**config.mk**
```make
export PLATFORM = sky130hd
export DESIGN_NAME = coeff_bank_rom
export DESIGN_NICKNAME = d
export VERILOG_FILES = /design/src/rtl/coeff_bank_rom.sv
export SDC_FILE = /design/constraint.sdc
export NUM_CORES = 1
export LEC_CHECK = 0
export CAP_MARGIN = 25
export CORE_MARGIN = 5
export CORE_UTILIZATION = 55
export CTS_CLUSTER_SIZE = 14
export DETAILED_ROUTE_END_ITERATION = 6
export PLACE_DENSITY = 0.75
export SLEW_MARGIN = 20
export SYNTH_ARGS = -nofsm -noshare
export SYNTH_HDL_FRONTEND = slang
export SYNTH_SLANG_ARGS = --single-unit
```
**constraint.sdc**
```tcl
create_clock -name clka -period 4.9 [get_ports clka]
set_input_delay 0.98 -clock clka [delete_from_list [all_inputs] [get_ports clka]]
set_output_delay 0.98 -clock clka [all_outputs]
set_load 0.005 [all_outputs]
```
**src/rtl/coeff_bank_rom.sv**
```systemverilog
// Double-banked FIR coefficient store: registered reads from the active bank,
// framed valid/ready reload of the shadow bank, and an atomic bank swap.
module coeff_bank_rom #(
    parameter  int WIDTH    = 8,
    parameter  int NTAPS    = 16,
    parameter  int READ_LAT = 1,
    localparam int AW       = (NTAPS > 1) ? $clog2(NTAPS) : 1
) (
    input  logic             clka,
    input  logic             rsta,
    input  logic [AW-1:0]    addra,
    output logic [WIDTH-1:0] douta,
    output logic             bank_sel,
    input  logic             ld_valid,
    output logic             ld_ready,
    input  logic [WIDTH-1:0] ld_data,
    input  logic             ld_last,
    output logic             ld_done,
    output logic             ld_err,
    input  logic             swap_req
);

    typedef enum logic [1:0] {
        ST_IDLE  = 2'd0,
        ST_LOAD  = 2'd1,
        ST_DRAIN = 2'd2,
        ST_ARMED = 2'd3
    } state_t;

    function automatic logic [WIDTH-1:0] default_coeff(input int idx);
        int v;
        case (idx)
            0:       v = 32'sd2;
            1:       v = -32'sd5;
            2:       v = 32'sd3;
            3:       v = 32'sd1;
            4:       v = -32'sd4;
            5:       v = 32'sd3;
            6:       v = 32'sd4;
            7:       v = 32'sd3;
            8:       v = 32'sd5;
            9:       v = 32'sd2;
            10:      v = 32'sd1;
            11:      v = 32'sd1;
            12:      v = -32'sd2;
            13:      v = 32'sd3;
            14:      v = 32'sd4;
            15:      v = 32'sd1;
            default: v = 32'sd0;
        endcase
        return WIDTH'(v);
    endfunction

    logic [WIDTH-1:0] mem_r [2][NTAPS];
    state_t           state_r, state_next_s;
    logic [AW-1:0]    wptr_r, wptr_next_s;
    logic             bank_sel_r, ld_ready_r, ld_done_r, ld_err_r;
    logic             wr_en_s, err_s, swap_s, fire_s, last_slot_s, in_range_s;
    logic [WIDTH-1:0] rd1_r;

    assign fire_s      = ld_valid && ld_ready_r;
    assign last_slot_s = ({1'b0, wptr_r} == (AW+1)'(NTAPS - 1));
    assign in_range_s  = ({1'b0, addra} < (AW+1)'(NTAPS));

    // Frame tracking; IDLE always has wptr == 0, so it shares the LOAD rules.
    always_comb begin
        state_next_s = state_r;
        wptr_next_s  = wptr_r;
        wr_en_s      = 1'b0;
        err_s        = 1'b0;
        swap_s       = 1'b0;
        case (state_r)
            ST_IDLE, ST_LOAD: begin
                if (fire_s) begin
                    wr_en_s     = 1'b1;
                    wptr_next_s = wptr_r + AW'(1);
                    if (ld_last && last_slot_s) begin
                        state_next_s = ST_ARMED;
                    end else if (ld_last) begin
                        err_s        = 1'b1;
                        state_next_s = ST_IDLE;
                        wptr_next_s  = '0;
                    end else if (last_slot_s) begin
                        err_s        = 1'b1;
                        state_next_s = ST_DRAIN;
                    end else begin
                        state_next_s = ST_LOAD;
                    end
                end else begin
                    state_next_s = state_r;
                end
            end
            ST_DRAIN: begin
                if (fire_s && ld_last) begin
                    state_next_s = ST_IDLE;
                    wptr_next_s  = '0;
                end else begin
                    state_next_s = ST_DRAIN;
                end
            end
            ST_ARMED: begin
                if (swap_req) begin
                    swap_s       = 1'b1;
                    state_next_s = ST_IDLE;
                    wptr_next_s  = '0;
                end else begin
                    state_next_s = ST_ARMED;
                end
            end
            default: begin
                state_next_s = ST_IDLE;
                wptr_next_s  = '0;
            end
        endcase
    end

    // Control state and registered status outputs.
    always_ff @(posedge clka) begin
        if (rsta) begin
            state_r    <= ST_IDLE;
            wptr_r     <= '0;
            bank_sel_r <= 1'b0;
            ld_err_r   <= 1'b0;
            ld_done_r  <= 1'b0;
            ld_ready_r <= 1'b1;
        end else begin
            state_r    <= state_next_s;
            wptr_r     <= wptr_next_s;
            bank_sel_r <= swap_s ? ~bank_sel_r : bank_sel_r;
            ld_err_r   <= err_s;
            ld_done_r  <= (state_next_s == ST_ARMED);
            ld_ready_r <= (state_next_s != ST_ARMED);
        end
    end

    // Coefficient banks: writes only ever land in the inactive bank.
    always_ff @(posedge clka) begin
        if (rsta) begin
            for (int i = 0; i < NTAPS; i++) begin
                mem_r[0][i] <= default_coeff(i);
                mem_r[1][i] <= '0;
            end
        end else if (wr_en_s) begin
            mem_r[~bank_sel_r][wptr_r] <= ld_data;
        end
    end

    // First read stage; addresses past the last tap read as zero.
    always_ff @(posedge clka) begin
        if (rsta) begin
            rd1_r <= '0;
        end else begin
            rd1_r <= in_range_s ? mem_r[bank_sel_r][addra] : '0;
        end
    end

    generate
        if (READ_LAT == 2) begin : g_lat2
            logic [WIDTH-1:0] rd2_r;
            // Optional second output register.
            always_ff @(posedge clka) begin
                if (rsta) begin
                    rd2_r <= '0;
                end else begin
                    rd2_r <= rd1_r;
                end
            end
            assign douta = rd2_r;
        end else begin : g_lat1
            assign douta = rd1_r;
        end
    endgenerate

    assign bank_sel = bank_sel_r;
    assign ld_ready = ld_ready_r;
    assign ld_done  = ld_done_r;
    assign ld_err   = ld_err_r;

endmodule

```
# Word-level counts from Yosys, hierarchy flattened
# Memory sizes are Yosys's and may differ from the RTL's. A register that Yosys moved wholly into a read port is not among the register bits.
# Cells that the tools add are included.
[word_totals]
ff_bits = 18
ramBits = 256
out_inout_bits = 12
n_memories = 1
[op_classes]
add_sub_neg = 1
n_lt_le_gt_ge = 3
eq_ne = 9
mux = 42
bitwise = 5
n_reduce_logical = 9
[mem_list]
columns = ["name", "depth", "word_bits", "rd", "rd_ports_with_merged_regs", "wr", "line_no", "source"]
rows = [
  ["mem_r", 2, 128, 1, 1, 2, "54", "logic [WIDTH-1:0] mem_r [2][NTAPS];"],
]
[op_table]
columns = ["cell", "n"]
rows = [
  ["$mux W128", 3],
  ["$reduce_or A128 Y1", 1],
  ["$mux W8", 11],
  ["$bmux W8 S4", 1],
  ["$demux W8 S4", 1],
  ["$mux W4", 5],
  ["$mux W1", 13],
  ["$mux W2", 6],
  ["$pmux W4 S3", 1],
  ["$ge A5 B5 Y1 const B", 2],
  ["$not A4 Y5", 2],
  ["$ne A2 B2 Y1 const B", 4],
  ["$eq A2 B2 Y1 const B", 3],
  ["$pmux W2 S3", 1],
  ["$lt A5 B1 Y1 const B", 1],
  ["$add A4 B1 Y4 const B", 1],
  ["$eq A4 B4 Y1 const B", 1],
  ["$logic_and A1 B1 Y1", 4],
  ["$reduce_or A4 Y1", 1],
  ["$not A1 Y1", 3],
  ["$reduce_and A3 Y1", 1],
  ["$eq A2 B1 Y1 const B", 1],
  ["$logic_not A2 Y1", 1],
  ["$reduce_or A2 Y1", 1],
]

# Depth between registers and ports, before layout
[logic_depth]
word_depth = 8
ltp_mapped = 7

# Least setup slack after synthesis
# Ideal clock, no wire load.
[synth_path]
path_type = "input port to flip-flop"
from = "in ld_valid"
to = "mem mem_r[0][16] in the netlist's numbering, enable pin"
arrival_time_ps = 2390
required_ps = 4516
slack_ps = 2126
stages = 6
path_buffers = 2
path_cell_list = "nand2_1 -> nor3_2 -> nand2_1 -> clkbuf_1 -> clkbuf_1 -> o21ai_0"
[synth_lines]
columns = ["element", "line_no", "source"]
rows = [
  ["start, declared", "14", "input logic ld_valid,"],
  ["end, declared", "54", ""],
]

==> impl_metrics.ini <==
[routing]
vias_per_cell = 6.11
wl_per_cell_um = 23.5
postRouteAntennaNets = 0
num_vias = 7276
first_iter_violations = 785
firstDrtPassIters = 5
routed_wl_um = 28000
drc = 0

[synth]
ys_ff_latch = 275
netlist.area_leader.share_pct = 60.9
yosysSeqAreaShare_pct = 63.9
synth_cells = 863
syn_area_um2 = 12600
yosysUniqueCellTypes = 39
synth_area_leaders = edfxtp_1 61%, and2_1 7.4%, mux4_2 7.1%
syn_area_per_cell_um2 = 14.6
synth_top_cell_by_area = edfxtp_1
yosysWarnings = 0
synth_fp_nets = 884

[clock_network]
clk_pin_slew_ns = 0.06
post-cts-setup-buffer-count = 0
clock-root-buffer = clkbuf_16
insertion_delay_ns = 0.54
cts_buffer_depth = 3
cts_made_buffers = 28
tritoncts = built
hold_buffers = 0
cts_resized = 0
htree_levels = 1
clock-sinks = 275

[hold_path]
hp-class = reg -> reg

[critical_path]
max_stage_delay_ns = 0.75
cp.arrival_ns = 3.59
start_kind = input port
worstSetupPathType = in -> reg
critPathTopFamily = buffers and inverters
cp_num_buf_inv = 2
crit_fanout = 16
cp-end-kind = flop
cp_cell_sequence = clkdlybuf4s50_1 -> nor3_2 -> nand2_1 -> o21ai_0 -> buf_4
crit_required_ns = 5.16
reg2reg_slack_ns = 2.37
critPathSlowestCell = o21ai_0

[power_and_ir_drop]
p_clk_share_pct = 41.7
p_per_area_nw_per_um2 = 363
netSwitchingFraction_pct = 21.0
seqPwrFrac_pct = 51.9
intPower_mw = 4.06
p_sw_mw = 1.08
combPwrFrac_pct = 6.4
total_leakage_power_nw = 4.83
ir_drop_mv = 0.292

[timing]
tightestPinTransition_ns = 0.818
skew_ns = 0.0163
rsz0062_at_grt = no
finalHoldViolCount = 0
finalCritPeriodShare_pct = 68.1
period_needed_ns = 3.34
slew_headroom_pct = 45.1
clock.fmax_ghz = 0.300
slew_violations = 0
setup_violations = 0
setup_tns_ns = 0

[outcome]
status = complete, no violations

[placed_design]
hpwlAfterDp_um = 18300
dp_cells = 1139
portBuffers = 28
gp_congestion = 0.840

[run]
maxCapViolCount = 0

[die]
die_w_um = 161
die-area_um2 = 26100
die_h_um = 161
io_pins = 29
core_region_area_um2 = 22600
rows = 55
start_util_pct = 55.7

[global_route]
grt_util_all_layers_pct = 21.8
antenna_found_initial = 0
grt_pass1_vias = 7435
grt_pass1_wl_um = 43600
grt_max_degree = 39
grt_overflow = 0

[cells_and_area]
fin_nets = 906
instances_no_fill = 1190
antennaDiodeCount = 0
layout_common_cells = 256 x edfxtp_1, 149 x and2_1, 70 x nor3_1, 44 x nor2_1, 41 x buf_4
layout_commonest_cell = edfxtp_1
layout-drive-gt1-share_pct = 15.6
area_growth_pct = 12.1
multi_input_comb_area_um2 = 4150
fillCellCount = 1614
ff_latch_area_um2 = 8070
[synthesized netlist by cell type]
master / instances
o21ai_0: 32
a21oi_1: 13
and3_1: 1
mux2_2: 8
a221o_1: 8
mux2i_1: 23
a22oi_1: 3
or2_2: 4
clkbuf_1: 51
buf_8: 1
buf_1: 7
or3_1: 21
xor2_1: 1
xnor2_1: 3
nand2_1: 34
or3b_1: 1
mux4_2: 40
mux4_1: 24
nor2b_1: 4
nor4b_1: 1
buf_6: 5
buf_4: 5
ha_1: 4
or3b_2: 1
o21a_1: 1
edfxtp_1: 256
o2111ai_1: 2
nand2b_1: 1
inv_1: 6
nor3_1: 70
nor2_1: 44
nand3_1: 2
o22ai_1: 1
and2_1: 149
dfxtp_1: 19
a31oi_1: 3
nor3_2: 1
nand3b_1: 2
buf_2: 11
[worst reg2reg max path, stage by stage (launching register included)]
cell     delay, ns
dfxtp_1       0.39
nor3_2        0.33
nand2_1       0.52
o21ai_0       0.76
buf_4         0.25
[final cells by class]
class,count,share of cell area (%)
Sequential cell,275,57.0
Inverter,6,0.159
Clock buffer,36,5.32
Timing Repair Buffer,72,4.48
Multi-Input combinational cell,502,29.3
Clock inverter,14,1.18
Tap cell,285,2.52
[registers in the layout, summed over array words and instances, names as in the netlist, named ones only]
name / cells
mem_r: 256
douta: 8
wptr_r: 4
state_r: 2
bank_sel: 1
ld_done: 1
ld_err: 1
ld_ready: 1
[metrics by stage]
stage / utilization [%] / power (mW) / cell area, um^2 / hold WS (ns) / setup WS [ns]
4_1_cts: 62.4 / 5.16 / 14100 / 0.589 / 1.41
6_report: 62.5 / 5.14 / 14100 / 0.588 / 1.56
5_1_grt: 62.5 / 5.29 / 14100 / 0.626 / 1.40
3_3_place_gp: 58.2 / 3.03 / 13200 / 0.577 / 0.965
2_1_floorplan: - / 2.90 / 12600 / 0.532 / 2.13
3_5_place_dp: 58.3 / 3.04 / 13200 / 0.579 / 0.820
[kinds of logic after synthesis]
group                    share of synthesized area [%]
flip-flops                                        63.9
AO/OA/AOI/OAI                                     2.99
buffers and inverters                             3.20
multiplexers                                      14.7
adder cells (fa/ha/maj)                          0.397
XOR/XNOR                                         0.278
AND/OR/NAND/NOR                                   14.5
[power groups by stage]
stage	Sequential [mW]	Combinational (mW)	Clock, mW
floorplan	2.71	0.199	0
detailed placement	2.72	0.324	0
global route	2.67	0.349	2.26
finish	2.67	0.327	2.15
CTS	2.67	0.326	2.16
global placement	2.71	0.318	0
[layer usage]
metal / global-route usage (%) / vias up / part of all wire, %
li1: - / 3294 / -
met1: 30.4 / 3637 / 40
met2: 36.9 / 310 / 50
met3: 3.11 / 35 / 7.5
met4: 5.27 / 0 / 2.1
met5: 0 / - / 0
[path summary, 6_finish.rpt]
| kind | startpoint | to | cells after the start |
|---|---|---|---|
| setup / recovery | rsta | mem_r[1][108] | 5 |
| hold / removal | wptr_r[1] | wptr_r[1] | 2 |
| setup reg to reg | state_r[1] | mem_r[1][108] | 4 |
| hold reg to reg | wptr_r[1] | wptr_r[1] | 2 |
No activity file was read; power rests on OpenSTA's default activity.
